===== config.mk =====
export PLATFORM = sky130hd
export DESIGN_NAME = capture_ctrl_flat
export DESIGN_NICKNAME = d
export VERILOG_FILES = /design/src/rtl/la_pkg.sv /design/src/rtl/capture_ctrl_if.sv /design/src/rtl/capture_ctrl_ptr.sv /design/src/rtl/capture_ctrl.sv /design/src/flat_wrapper.sv
export SDC_FILE = /design/constraint.sdc
export NUM_CORES = 1
export LEC_CHECK = 0
export ABC_AREA = 1
export CAP_MARGIN = 20
export CORE_ASPECT_RATIO = 1.4
export CORE_MARGIN = 2
export CORE_UTILIZATION = 26
export CTS_CLUSTER_DIAMETER = 30
export DETAILED_ROUTE_END_ITERATION = 8
export PLACE_DENSITY = 0.54
export RECOVER_POWER = 50
export SYNTH_ARGS = -nofsm -noshare
export SYNTH_HDL_FRONTEND = slang
export SYNTH_HIERARCHICAL = 1
export SYNTH_SLANG_ARGS = --single-unit

===== constraint.sdc =====
create_clock -name clk -period 2.91 [get_ports clk]
set_input_delay 0.582 -clock clk [delete_from_list [all_inputs] [get_ports clk]]
set_output_delay 0.582 -clock clk [all_outputs]
set_load 0.02 [all_outputs]

===== src/rtl/la_pkg.sv =====
// Shared definitions for the logic-analyser capture path: default RAM depth,
// address width derivation and the capture sequencer state encoding.
package la_pkg;

  localparam int unsigned DEPTH_DEF  = 384;
  localparam int unsigned ADDR_W_DEF = $clog2(DEPTH_DEF);

  typedef enum logic [2:0] {
    IDLE     = 3'd0,
    PRETRIG  = 3'd1,
    ARMED    = 3'd2,
    POSTTRIG = 3'd3,
    DONE     = 3'd4
  } cap_state_t;

endpackage


===== src/rtl/capture_ctrl_if.sv =====
// Control/status bundle between the command/trigger side (master) and the
// capture sequencer (slave), including the sample RAM write port.
interface capture_ctrl_if
  import la_pkg::*;
#(
  parameter int unsigned ADDR_W = ADDR_W_DEF
);

  logic              cap_en;
  logic              wrt_smpl;
  logic              triggered;
  logic [ADDR_W-1:0] trig_pos;
  logic              cap_done_clr;
  logic              we;
  logic [ADDR_W-1:0] waddr;
  logic              armed;
  logic              set_capture_done;
  logic              capture_done;
  logic [ADDR_W-1:0] start_addr;

  modport master (
    output cap_en, wrt_smpl, triggered, trig_pos, cap_done_clr,
    input  we, waddr, armed, set_capture_done, capture_done, start_addr
  );

  modport slave (
    input  cap_en, wrt_smpl, triggered, trig_pos, cap_done_clr,
    output we, waddr, armed, set_capture_done, capture_done, start_addr
  );

endinterface


===== src/rtl/capture_ctrl_ptr.sv =====
// Modulo-DEPTH address counter with synchronous clear and increment; also
// exposes the wrapped next value so callers can see the post-write pointer.
module cap_ptr
  import la_pkg::*;
#(
  parameter int unsigned DEPTH  = DEPTH_DEF,
  parameter int unsigned ADDR_W = $clog2(DEPTH)
) (
  input  logic              clk,
  input  logic              rst,
  input  logic              clr,
  input  logic              inc,
  output logic [ADDR_W-1:0] ptr,
  output logic [ADDR_W-1:0] ptr_nxt_c
);

  localparam logic [ADDR_W-1:0] LAST = ADDR_W'(DEPTH - 1);

  // DEPTH need not be a power of two, so wrap explicitly at the last entry
  always_comb ptr_nxt_c = (ptr == LAST) ? '0 : ptr + ADDR_W'(1);

  always_ff @(posedge clk or posedge rst) begin
    if (rst)      ptr <= '0;
    else if (clr) ptr <= '0;
    else if (inc) ptr <= ptr_nxt_c;
  end

endmodule


===== src/rtl/capture_ctrl.sv =====
// Capture sequencer: fills the pre-trigger window, arms, waits for the trigger,
// writes the post-trigger remainder and holds DONE until the host acknowledges.
module capture_ctrl
  import la_pkg::*;
#(
  parameter int unsigned DEPTH  = DEPTH_DEF,
  parameter int unsigned ADDR_W = $clog2(DEPTH)
) (
  input  logic           clk,
  input  logic           rst,
  capture_ctrl_if.slave  bus
);

  localparam int unsigned CNT_W = ADDR_W + 1;

  cap_state_t        state, state_nxt;
  logic [ADDR_W-1:0] trig_q, trig_clamp_c;
  logic [ADDR_W-1:0] waddr_q, ptr_nxt_c, start_q;
  logic [CNT_W-1:0]  pre_cnt, post_cnt;
  logic              ptr_clr, ptr_inc, pre_clr, pre_inc, post_load, post_dec, trig_load;
  logic              write_st_c, we_c, done_entry_c;
  logic              armed_q, set_done_q, cap_done_q;

  assign trig_clamp_c = (CNT_W'(bus.trig_pos) >= CNT_W'(DEPTH)) ? ADDR_W'(DEPTH - 1)
                                                                  : bus.trig_pos;
  assign write_st_c   = (state == PRETRIG) || (state == ARMED) || (state == POSTTRIG);
  // Gating with cap_en keeps the abort cycle from writing
  assign we_c         = bus.wrt_smpl & bus.cap_en & write_st_c;
  assign done_entry_c = (state_nxt == DONE) && (state != DONE);

  cap_ptr #(.DEPTH(DEPTH), .ADDR_W(ADDR_W)) u_waddr (
    .clk       (clk),
    .rst       (rst),
    .clr       (ptr_clr),
    .inc       (ptr_inc),
    .ptr       (waddr_q),
    .ptr_nxt_c (ptr_nxt_c)
  );

  always_ff @(posedge clk or posedge rst) begin
    if (rst) state <= IDLE;
    else     state <= state_nxt;
  end

  always_comb begin
    state_nxt = state;
    ptr_clr   = 1'b0;
    ptr_inc   = 1'b0;
    pre_clr   = 1'b0;
    pre_inc   = 1'b0;
    post_load = 1'b0;
    post_dec  = 1'b0;
    trig_load = 1'b0;
    case (state)
      IDLE: begin
        if (bus.cap_en) begin
          ptr_clr   = 1'b1;
          pre_clr   = 1'b1;
          trig_load = 1'b1;
          state_nxt = (trig_clamp_c == '0) ? ARMED : PRETRIG;
        end
      end
      PRETRIG: begin
        if (!bus.cap_en) begin
          state_nxt = IDLE;
        end else if (we_c) begin
          ptr_inc = 1'b1;
          pre_inc = 1'b1;
          if (pre_cnt + CNT_W'(1) == CNT_W'(trig_q)) state_nxt = ARMED;
        end
      end
      ARMED: begin
        if (!bus.cap_en) begin
          state_nxt = IDLE;
        end else begin
          // A write alongside the trigger still belongs to the pre-trigger window
          ptr_inc = we_c;
          if (bus.triggered) begin
            post_load = 1'b1;
            state_nxt = POSTTRIG;
          end
        end
      end
      POSTTRIG: begin
        if (!bus.cap_en) begin
          state_nxt = IDLE;
        end else if (we_c) begin
          ptr_inc  = 1'b1;
          post_dec = 1'b1;
          if (post_cnt == CNT_W'(1)) state_nxt = DONE;
        end
      end
      DONE: begin
        if (bus.cap_done_clr) state_nxt = IDLE;
      end
      default: state_nxt = IDLE;
    endcase
  end

  always_ff @(posedge clk or posedge rst) begin
    if (rst) begin
      trig_q   <= '0;
      pre_cnt  <= '0;
      post_cnt <= '0;
    end else begin
      if (trig_load) trig_q <= trig_clamp_c;
      if (pre_clr)        pre_cnt <= '0;
      else if (pre_inc)   pre_cnt <= pre_cnt + CNT_W'(1);
      if (post_load)      post_cnt <= CNT_W'(DEPTH) - CNT_W'(trig_q);
      else if (post_dec)  post_cnt <= post_cnt - CNT_W'(1);
    end
  end

  // Status flags track the state being entered so they align with it
  always_ff @(posedge clk or posedge rst) begin
    if (rst) begin
      armed_q    <= 1'b0;
      set_done_q <= 1'b0;
      cap_done_q <= 1'b0;
      start_q    <= '0;
    end else begin
      armed_q    <= (state_nxt == ARMED);
      set_done_q <= done_entry_c;
      cap_done_q <= (state_nxt == DONE);
      if (done_entry_c) start_q <= ptr_nxt_c;
    end
  end

  assign bus.we               = we_c;
  assign bus.waddr            = waddr_q;
  assign bus.armed            = armed_q;
  assign bus.set_capture_done = set_done_q;
  assign bus.capture_done     = cap_done_q;
  assign bus.start_addr       = start_q;

endmodule


===== src/flat_wrapper.sv =====
// flat-port wrapper written by rule: the top's interface ports become plain ports
module capture_ctrl_flat import la_pkg::*;
#(
  parameter int unsigned DEPTH  = DEPTH_DEF,
  parameter int unsigned ADDR_W = $clog2(DEPTH)
)
  (clk, rst, bus_cap_en, bus_wrt_smpl, bus_triggered, bus_trig_pos, bus_cap_done_clr, bus_we, bus_waddr, bus_armed, bus_set_capture_done, bus_capture_done, bus_start_addr);
  capture_ctrl_if #(.ADDR_W(ADDR_W)) bus_i ();
  input  logic clk;
  input  logic rst;
  input wire logic [$bits(bus_i.cap_en)-1:0] bus_cap_en;
  input wire logic [$bits(bus_i.wrt_smpl)-1:0] bus_wrt_smpl;
  input wire logic [$bits(bus_i.triggered)-1:0] bus_triggered;
  input wire logic [$bits(bus_i.trig_pos)-1:0] bus_trig_pos;
  input wire logic [$bits(bus_i.cap_done_clr)-1:0] bus_cap_done_clr;
  output wire logic [$bits(bus_i.we)-1:0] bus_we;
  output wire logic [$bits(bus_i.waddr)-1:0] bus_waddr;
  output wire logic [$bits(bus_i.armed)-1:0] bus_armed;
  output wire logic [$bits(bus_i.set_capture_done)-1:0] bus_set_capture_done;
  output wire logic [$bits(bus_i.capture_done)-1:0] bus_capture_done;
  output wire logic [$bits(bus_i.start_addr)-1:0] bus_start_addr;
  assign bus_i.cap_en = bus_cap_en;
  assign bus_i.wrt_smpl = bus_wrt_smpl;
  assign bus_i.triggered = bus_triggered;
  assign bus_i.trig_pos = bus_trig_pos;
  assign bus_i.cap_done_clr = bus_cap_done_clr;
  assign bus_we = bus_i.we;
  assign bus_waddr = bus_i.waddr;
  assign bus_armed = bus_i.armed;
  assign bus_set_capture_done = bus_i.set_capture_done;
  assign bus_capture_done = bus_i.capture_done;
  assign bus_start_addr = bus_i.start_addr;
  capture_ctrl #(.DEPTH(DEPTH), .ADDR_W(ADDR_W)) u_core (.clk(clk), .rst(rst), .bus(bus_i));
endmodule

After elaboration in Yosys (flattened, before gate mapping)

Index checks and enable logic that the tools add are counted.
W data, S select, Z words.

Memory bits (read-only): 0
Output and inout bits: 22
Bits in registers: 53
Logic and storage cells: 66
Input port bits: 15
RAM bits: 0
Memories: 0
Bits in latches: 0

Divide/modulo/power cells: 0
Bitwise gates (word level): 2
$lt $le $gt $ge: 1
Multiplexer cells: 31
Eq/ne operators: 10
$add $sub $neg: 4
$mul: 0
Reductions and logical operators: 9
Shifts and indexed selects: 0

Operators by type and width:

| operator                | count |
|---|---|
| $mux W10                | 4 |
| $mux W9                 | 4 |
| $mux W3                 | 10 |
| $pmux W3 S5             | 1 |
| $add A10 B1 Y10 const B | 1 |
| $eq A10 B1 Y1 const B   | 1 |
| $eq A10 B9 Y1           | 1 |
| $mux W1                 | 10 |
| $sub A10 B1 Y10 const B | 1 |
| $sub A9 B9 Y10 const A  | 1 |
| $add A9 B1 Y9 const B   | 1 |
| $eq A3 B2 Y1 const B    | 3 |
| $eq A9 B9 Y1 const B    | 1 |
| $ge A9 B9 Y1 const B    | 1 |
| $logic_not A9 Y1        | 1 |
| $eq A3 B3 Y1 const B    | 2 |
| $reduce_bool A2 Y1      | 3 |
| $eq A3 B1 Y1 const B    | 1 |
| $logic_not A3 Y1        | 1 |
| $ne A3 B3 Y1 const B    | 1 |
| $and A1 B1 Y1           | 2 |
| $logic_or A1 B1 Y1      | 2 |
| $mux W2                 | 1 |
| $pmux W1 S2             | 1 |
| 2 further kinds         | 2 |

Depth between registers and ports, before layout

Gate-level depths: netlist of the first run.

Depth in word-level cells: 9
Gate-level depth with buffers: 13
Depth with buffers taken out: 13

Hierarchy

The synthesis of the first run kept the hierarchy.

Modules (own cells, without submodules):

| module       | area an instance (µm²) | times used | cells each |
|---|---|---|---|
| capture_ctrl | 2563.7                 | 1          | 343 |
| cap_ptr      | 606.8                  | 1          | 85 |

Worst setup path after synthesis of the first run

No wires, ideal clock.

Path kind: input -> register
Start: in bus_wrt_smpl
End: reg u_core.cap_done_q (netlist: u_core/bus.capture_done)
Buffers on the path: 1
Data arrival time: 1.587 ns
Slack: 1.245 ns
Stages on the path: 7
Cells stage by stage: nand2_2 -> nor3_4 -> nand3b_1 -> nor4_2 -> buf_4 -> a21oi_2 -> a21oi_1

Word-level cells in the longest chain between the ends: 6
Elaborated cells between the ends (all ways): 8
Those cells by class: eq/ne: 1; mux: 5; bitwise: 2

Ends and longest elaborated chain:

| item                              | RTL line                               | source |
|---|---|---|
| start: declaration                | flat_wrapper.sv:12                     | `input wire logic [$bits(bus_i.wrt_smpl)-1:0] bus_wrt_smpl;` |
| $and A1 B1 Y1 * (2 in series)     | capture_ctrl.sv:28                     | `assign we_c = bus.wrt_smpl & bus.cap_en & write_st_c;` |
| via bus_we                        | flat_wrapper.sv:16                     | `output wire logic [$bits(bus_i.we)-1:0] bus_we;` |
| $mux W3, on equally long branches | capture_ctrl.sv:87, capture_ctrl.sv:66 |  |
| $mux W3, on equally long branches | capture_ctrl.sv:85, capture_ctrl.sv:64 |  |
| $pmux W3 S5 *                     | capture_ctrl.sv:54                     | `case (state)` |
| $eq A3 B3 Y1 *                    | capture_ctrl.sv:124                    | `cap_done_q <= (state_nxt == DONE);` |
| end signal: assignment            | capture_ctrl.sv:124                    |  |
| end: declaration                  | capture_ctrl.sv:22                     | `logic armed_q, set_done_q, cap_done_q;` |

The timed path passes the listed nets; every way through them passes the cells marked *.
A chain may end at the register's enable or synchronous reset.

Worst setup path in the final report of the first run

Start: in bus_cap_en
End: out bus_we

Word-level cells in the longest chain between the ends: 2

Ends and longest elaborated chain:

| item                        | RTL line           | source |
|---|---|---|
| start: declaration          | flat_wrapper.sv:11 | `input wire logic [$bits(bus_i.cap_en)-1:0] bus_cap_en;` |
| $and A1 B1 Y1 (2 in series) | capture_ctrl.sv:28 |  |
| end: declaration            | flat_wrapper.sv:16 |  |

Every way passes these cells.

==> results of run 1 <==
## cell type report
| type | instances | share of cell area |
|---|---|---|
| sequential | 53 | 0.340 |
| inverter | 77 | 0.0741 |
| clock inverter | 3 | 0.0167 |
| tap | 147 | 0.0471 |
| antenna | 1 | 0.000641 |
| timing repair buffer | 42 | 0.102 |
| clock buffer | 5 | 0.0321 |
| multi-input combinational | 292 | 0.387 |
## stage by stage
stage / total power, mW / hold WS (ns)
after floorplan: 1.11 / 0.410
after global placement: 1.24 / 0.522
after detailed placement: 1.25 / 0.528
after CTS: 2.03 / 0.550
after global routing: 2.12 / 0.574
final: 1.99 / 0.537
## how the worst min path moves through the flow
stage | from | endpoint | slack, ns | cells after the start
floorplan | rst | u_core/u_waddr/ptr[0]$_DFFE_PP0P_ | 0.41 | 1
global placement | u_core/post_cnt[6]$_DFFE_PP0P_ | u_core/post_cnt[6]$_DFFE_PP0P_ | 0.52 | 1
detailed placement | u_core/bus.start_addr[5]$_DFFE_PP0P_ | u_core/bus.start_addr[5]$_DFFE_PP0P_ | 0.53 | 2
CTS | u_core/post_cnt[6]$_DFFE_PP0P_ | u_core/post_cnt[6]$_DFFE_PP0P_ | 0.55 | 1
global route | u_core/post_cnt[6]$_DFFE_PP0P_ | u_core/post_cnt[6]$_DFFE_PP0P_ | 0.57 | 1
finish | u_core/bus.start_addr[2]$_DFFE_PP0P_ | u_core/bus.start_addr[2]$_DFFE_PP0P_ | 0.54 | 2
## registers in the layout, indices dropped and copies added, names as in the netlist
| name | flops |
|---|---|
| u_core/bus.capture_done | 1 |
| u_core/bus.start_addr | 9 |
| u_core/bus.set_capture_done | 1 |
| u_core/trig_q | 9 |
| u_core/state | 3 |
| u_core/pre_cnt | 10 |
| u_core/u_waddr/ptr | 9 |
| u_core/post_cnt | 10 |
| u_core/bus.armed | 1 |
## logic make-up (layout without fill, tap and decap cells)
kind of cell / after synthesis / in the layout / synth area share
flip-flops: 53 / 53 / 0.418
other: 0 / 1 / 0
buffers and inverters: 83 / 127 / 0.105
XOR/XNOR: 10 / 10 / 0.0320
AO/OA/AOI/OAI: 74 / 74 / 0.140
AND/OR/NAND/NOR: 203 / 203 / 0.285
adder cells (fa/ha/maj): 5 / 5 / 0.0197
## synth_stat cells, types with 4 or more instances
cell type,instances,area share
a21oi_1,10,0.016
a22oi_1,6,0.014
dfrtp_1,53,0.42
ha_1,5,0.020
inv_1,74,0.088
nand2_1,99,0.12
nand2_2,4,0.0079
nand3_1,32,0.051
nor2_1,44,0.052
nor3_1,6,0.0095
o21ai_0,33,0.052
o22ai_1,7,0.014
xor2_1,8,0.022
## power by group
group | switching [mW] | internal, mW
registers | 0.0705 | 0.801
logic | 0.219 | 0.140
clock network | 0.272 | 0.492
total | 0.561 | 1.43
## routing by layer
metal / vias up / GRT usage / wire, um
met2: 61 / 0.240 / 4240
met3: 11 / 0.0259 / 344
li1: 1463 / - / -
met4: 0 / 0.0432 / 127
met5: - / 0 / 0
met1: 1391 / 0.153 / 3510
## worst reg2reg max path: stages (launching register included)
cell and delay [ns]:
dfrtp_1 0.41, nor2_1 0.28, inv_1 0.14, nor2_1 0.11, nand2_1 0.08, clkbuf_1 0.27, a21oi_1 0.58, a22oi_1 0.15
==> flow_summary_export.csv, run 1 <==
group,metric,value,unit
logic_synthesis,yosysSeqAreaShare,0.418,
timing,worstMarginPinSlew,0.888,ns
routing,avgViaCountPerCell,4.72,
floorplan,ios,37,
finish,syn2layout_area_growth,23.0,%
place,placed_area,0.00373,sq mm
place,io_buffers,36,
critical_path,crit_slowest_cell,"clkdlybuf4s50_1",
timing,setup_viol,0,
critical_path,critical_path.max_fanout,2,
finish,fillers,1290,
finish,multi_input_area,0.00151,sq mm
cts,clk_pin_slew_worst_paths,0.07,ns
cts,cts.sinks,53,
logic_synthesis,syn_area,0.00317,sq mm
floorplan,rows,47,
critical_path,r2r_start,"u_core/state[0]$_DFF_PP0_",
logic_synthesis,synth_edf_count,0,
finish,seq_area,0.00133,sq mm
critical_path,path_depth,4,
logic_synthesis,syn_inst,428,
cts,numCtsBuffers,5,
critical_path,path_cells,"dlygate4sd3_1 -> nand2_2 -> nor3_4 -> clkdlybuf4s50_1",
place,placed_cells,611,
timing,slew-limit-headroom,0.408,
global_route,antenna_found_initial,1,
place,globalplace.congestion,0.855,
global_route,grt.total_usage,0.131,
timing,setup_ws,0.223,ns
hold_path,hold_class,"flip-flop to flip-flop",
critical_path,critPathCaptureType,"output port",
cts,holdBufCountCts,0,
cts,cts_root_buf,"clkbuf_16",
critical_path,crit_required,2.33,ns
finish,final_util,0.328,
pwr,leakage,1.90,nW
global_route,overflow,0,
logic_synthesis,synth_top_flop_cell,"dfrtp_1",
timing,min_period,2.69,ns
logic_synthesis,syn_nets,448,
cts,cts_tree,"done",
routing,vias,2926,
logic_synthesis,synth_cell_types,44,
critical_path,crit_type,"input pin to output port",
floorplan,core,0.0119,sq mm
floorplan,start_util,0.267,
routing,drt_iter0_drc,105,
timing,slew_viol_final,0,
outcome,outcome,"finished clean",
timing,finalHoldViolations,0,
routing,drt.antenna.violating_nets,0,
timing,period_share,0.923,
global_route,grt_max_degree,34,
logic_synthesis,synth_async_sr_flop_share,1.00,
critical_path,crit_family,"buffers and inverters",
cts,htree_levels,2,
critical_path,r2r_end,"u_core/trig_q[2]$_DFFE_PP0P_",
run,drv.max_cap_violation_count,0,
critical_path,cp.arrival,2.10,ns
routing,drtPass1Iterations,4,
floorplan,die_h,135,um
timing,fin_skew,0.00565,ns
timing,fin_tns_setup,0,ns
finish,layout_common_cells,"nand2_1, inv_1, dfrtp_1, nor2_1, o21ai_0",
critical_path,reg2reg_slack,0.73,ns
floorplan,dieWidth,97.3,um
finish,fin_cells,620,
place,pre_cts_ws,0.239,ns
global_route,grt_pass1_wl,13900,um
pwr,peakVddDrop,0.274,mV
critical_path,startpoint,"bus_cap_en",
critical_path,endpoint,"bus_we",
floorplan,dieArea,0.0131,sq mm
global_route,first_global_vias,2972,
place,dp_hpwl,6240,um
finish,nets,491,
critical_path,slowest_delay,0.64,ns
timing,grt_setup_unrepaired,"no",
critical_path,cp-start-kind,"input pin",
finish,drive_above_1_share,0.0614,
routing,routedWlPerCell,13.2,um
critical_path,crit_buf_inv,2,
logic_synthesis,syn_area_per_cell,7.41,sq um
logic_synthesis,synth_seq_cells,53,
cts,postCtsSetupBuffers,0,
cts,ctsResizeCount,0,
logic_synthesis,ys_warn_count,6,
finish,final_common_cell,"nand2_1",
pwr,power_density,511,mW/mm^2
routing,drc_errors,0,
critical_path,worst_r2r_path_depth,7,
routing,wirelength,8210,um
timing,fmaxAchievable,0.372,GHz
cts,cts.path.max_buffers,2,
cts,clk_latency,0.29,ns
finish,design_area,0.00390,sq mm
No activity file was read; power rests on OpenSTA's default activity.
==> inputs of run 2 (changes only) <==
Settings changed: RECOVER_POWER 50 to 25.
==> run 2 against run 1 <==
Compared with the run above: critical path depth stayed put; core utilization is essentially flat; via count increased by 0.10%; fmax up 1.9%; global-route usage is the same; first-iteration DRC count is 11% lower; sequential power about the same; non-clock buffer count stayed put; critical path type unchanged; critical endpoint unchanged.
==> flow_summary_export.csv, run 2 (synthesized netlist as in run 1, its figures left out) <==
group,metric,value,unit
outcome,outcome,"finished clean",
global_route,grt.total_usage,0.131,
floorplan,dieWidth,97.3,um
global_route,antenna_found_initial,0,
cts,postCtsSetupBuffers,0,
place,io_buffers,36,
place,pre_cts_ws,0.239,ns
finish,reg_top3,"u_core/post_cnt x10, u_core/pre_cnt x10",
floorplan,rows,47,
routing,drc_errors,0,
cts,numCtsBuffers,5,
finish,nets,491,
timing,min_period,2.64,ns
critical_path,cp_common_cell,"clkdlybuf4s50_1",
finish,design_area,0.00390,sq mm
finish,fillers,1288,
place,dp_hpwl,6240,um
routing,routedWlPerCell,13.3,um
routing,drtPass1Iterations,4,
finish,syn2layout_area_growth,23.1,%
place,placed_cells,611,
timing,period_share,0.906,
timing,slew_viol_final,0,
routing,avgViaCountPerCell,4.73,
critical_path,cp-start-kind,"input pin",
global_route,overflow,0,
timing,grt_setup_unrepaired,"no",
timing,worstMarginPinSlew,0.887,ns
timing,fin_skew,0.00378,ns
place,placed_area,0.00373,sq mm
critical_path,cp.arrival,2.05,ns
cts,cts.path.max_buffers,2,
critical_path,path_cells,"clkdlybuf4s50_1 -> nand2_2 -> nor3_4 -> clkdlybuf4s50_1",
routing,drt.antenna.violating_nets,0,
critical_path,slowest_delay,0.64,ns
finish,num_antenna_cells,0,
pwr,peakVddDrop,0.274,mV
cts,holdBufCountCts,0,
timing,finalHoldViolations,0,
global_route,grt_max_degree,34,
global_route,grt_pass1_wl,13900,um
cts,cts.sinks,53,
timing,setup_ws,0.274,ns
timing,setup_viol,0,
floorplan,core,0.0119,sq mm
cts,htree_levels,2,
timing,fin_tns_setup,0,ns
critical_path,crit_type,"input pin to output port",
critical_path,critPathCaptureType,"output port",
global_route,first_global_vias,2972,
finish,final_common_cell,"nand2_1",
cts,clk_latency,0.29,ns
finish,layout_common_cells,"nand2_1, inv_1, dfrtp_1, nor2_1, clkdlybuf4s50_1",
routing,drt_iter0_drc,93,
critical_path,crit_required,2.33,ns
cts,ctsResizeCount,0,
cts,clk_pin_slew_worst_paths,0.07,ns
routing,vias,2929,
routing,wirelength,8250,um
floorplan,die_h,135,um
finish,fin_cells,619,
cts,cts_tree,"done",
run,drv.max_cap_violation_count,0,
timing,slew-limit-headroom,0.409,
floorplan,dieArea,0.0131,sq mm
critical_path,crit_slowest_cell,"clkdlybuf4s50_1",
floorplan,start_util,0.267,
floorplan,ios,37,
finish,drive_above_1_share,0.0636,
pwr,power_density,512,mW/mm^2
pwr,leakage,1.92,nW
timing,fmaxAchievable,0.379,GHz
cts,cts_root_buf,"clkbuf_16",
hold_path,hold_class,"flip-flop to flip-flop",
critical_path,critical_path.max_fanout,3,
place,globalplace.congestion,0.855,
==> run 2: cell count changes in the layout (fill, tap and decap cells not counted), sizes merged <==
cell           change
clkdlybuf4s50      +9
dlygate4sd3        -9
buf                +1
clkbuf             -1
diode              -1
==> run 2: power breakdown <==
group / leakage (nW) / total (mW) / internal (mW) / switching [mW]
clock network: 0.0938 / 0.765 / 0.492 / 0.274
logic: 1.18 / 0.361 / 0.142 / 0.219
registers: 0.643 / 0.872 / 0.801 / 0.0706
==> run 2: path summary, 6_finish.rpt <==
| kind | slack (ns) | cells after the start | end | start |
|---|---|---|---|---|
| max | 0.27 | 4 | bus_we | bus_wrt_smpl |
| min reg2reg | 0.54 | 2 | u_core/bus.start_addr[2]$_DFFE_PP0P_ | u_core/bus.start_addr[2]$_DFFE_PP0P_ |
| min in group asynchronous | 0.72 | 2 | u_core/u_waddr/ptr[3]$_DFFE_PP0P_ | rst |
| min | 0.54 | 2 | u_core/bus.start_addr[2]$_DFFE_PP0P_ | u_core/bus.start_addr[2]$_DFFE_PP0P_ |
| max reg2reg | 0.88 | 7 | u_core/trig_q[2]$_DFFE_PP0P_ | u_core/state[0]$_DFF_PP0_ |
| max in group asynchronous | 0.91 | 3 | u_core/post_cnt[0]$_DFFE_PP0P_ | rst |
==> run 2: critical path, delay by kind of cell <==
| kind | cells | cell delay [ns] |
|---|---|---|
| and+or+nand+nor | 2 | 0.32 |
| buffers and inverters | 2 | 1.15 |
==> run 2: layout make-up <==
type	count	area, sq um	share of cell area
Multi-Input combinational cell	292	1510	0.387
Sequential cell	53	1330	0.340
Timing Repair Buffer	42	403	0.103
Inverter	77	289	0.0741
Tap cell	147	184	0.0471
Clock buffer	5	125	0.0321
Clock inverter	3	65.1	0.0167
==> run 2: stage by stage <==
step                power (mW)  hold slack, ns  utilization
floorplan                 1.11           0.410            -
global placement          1.24           0.522        0.314
detailed placement        1.25           0.528        0.314
CTS                       2.03           0.550        0.330
global route              2.13           0.574        0.329
finish                    2.00           0.541        0.329
==> run 2: layer usage <==
metal	global-route usage	wire [um]
met2	0.240	4240
met1	0.153	3550
met3	0.0259	333
met5	0	0
met4	0.0432	127
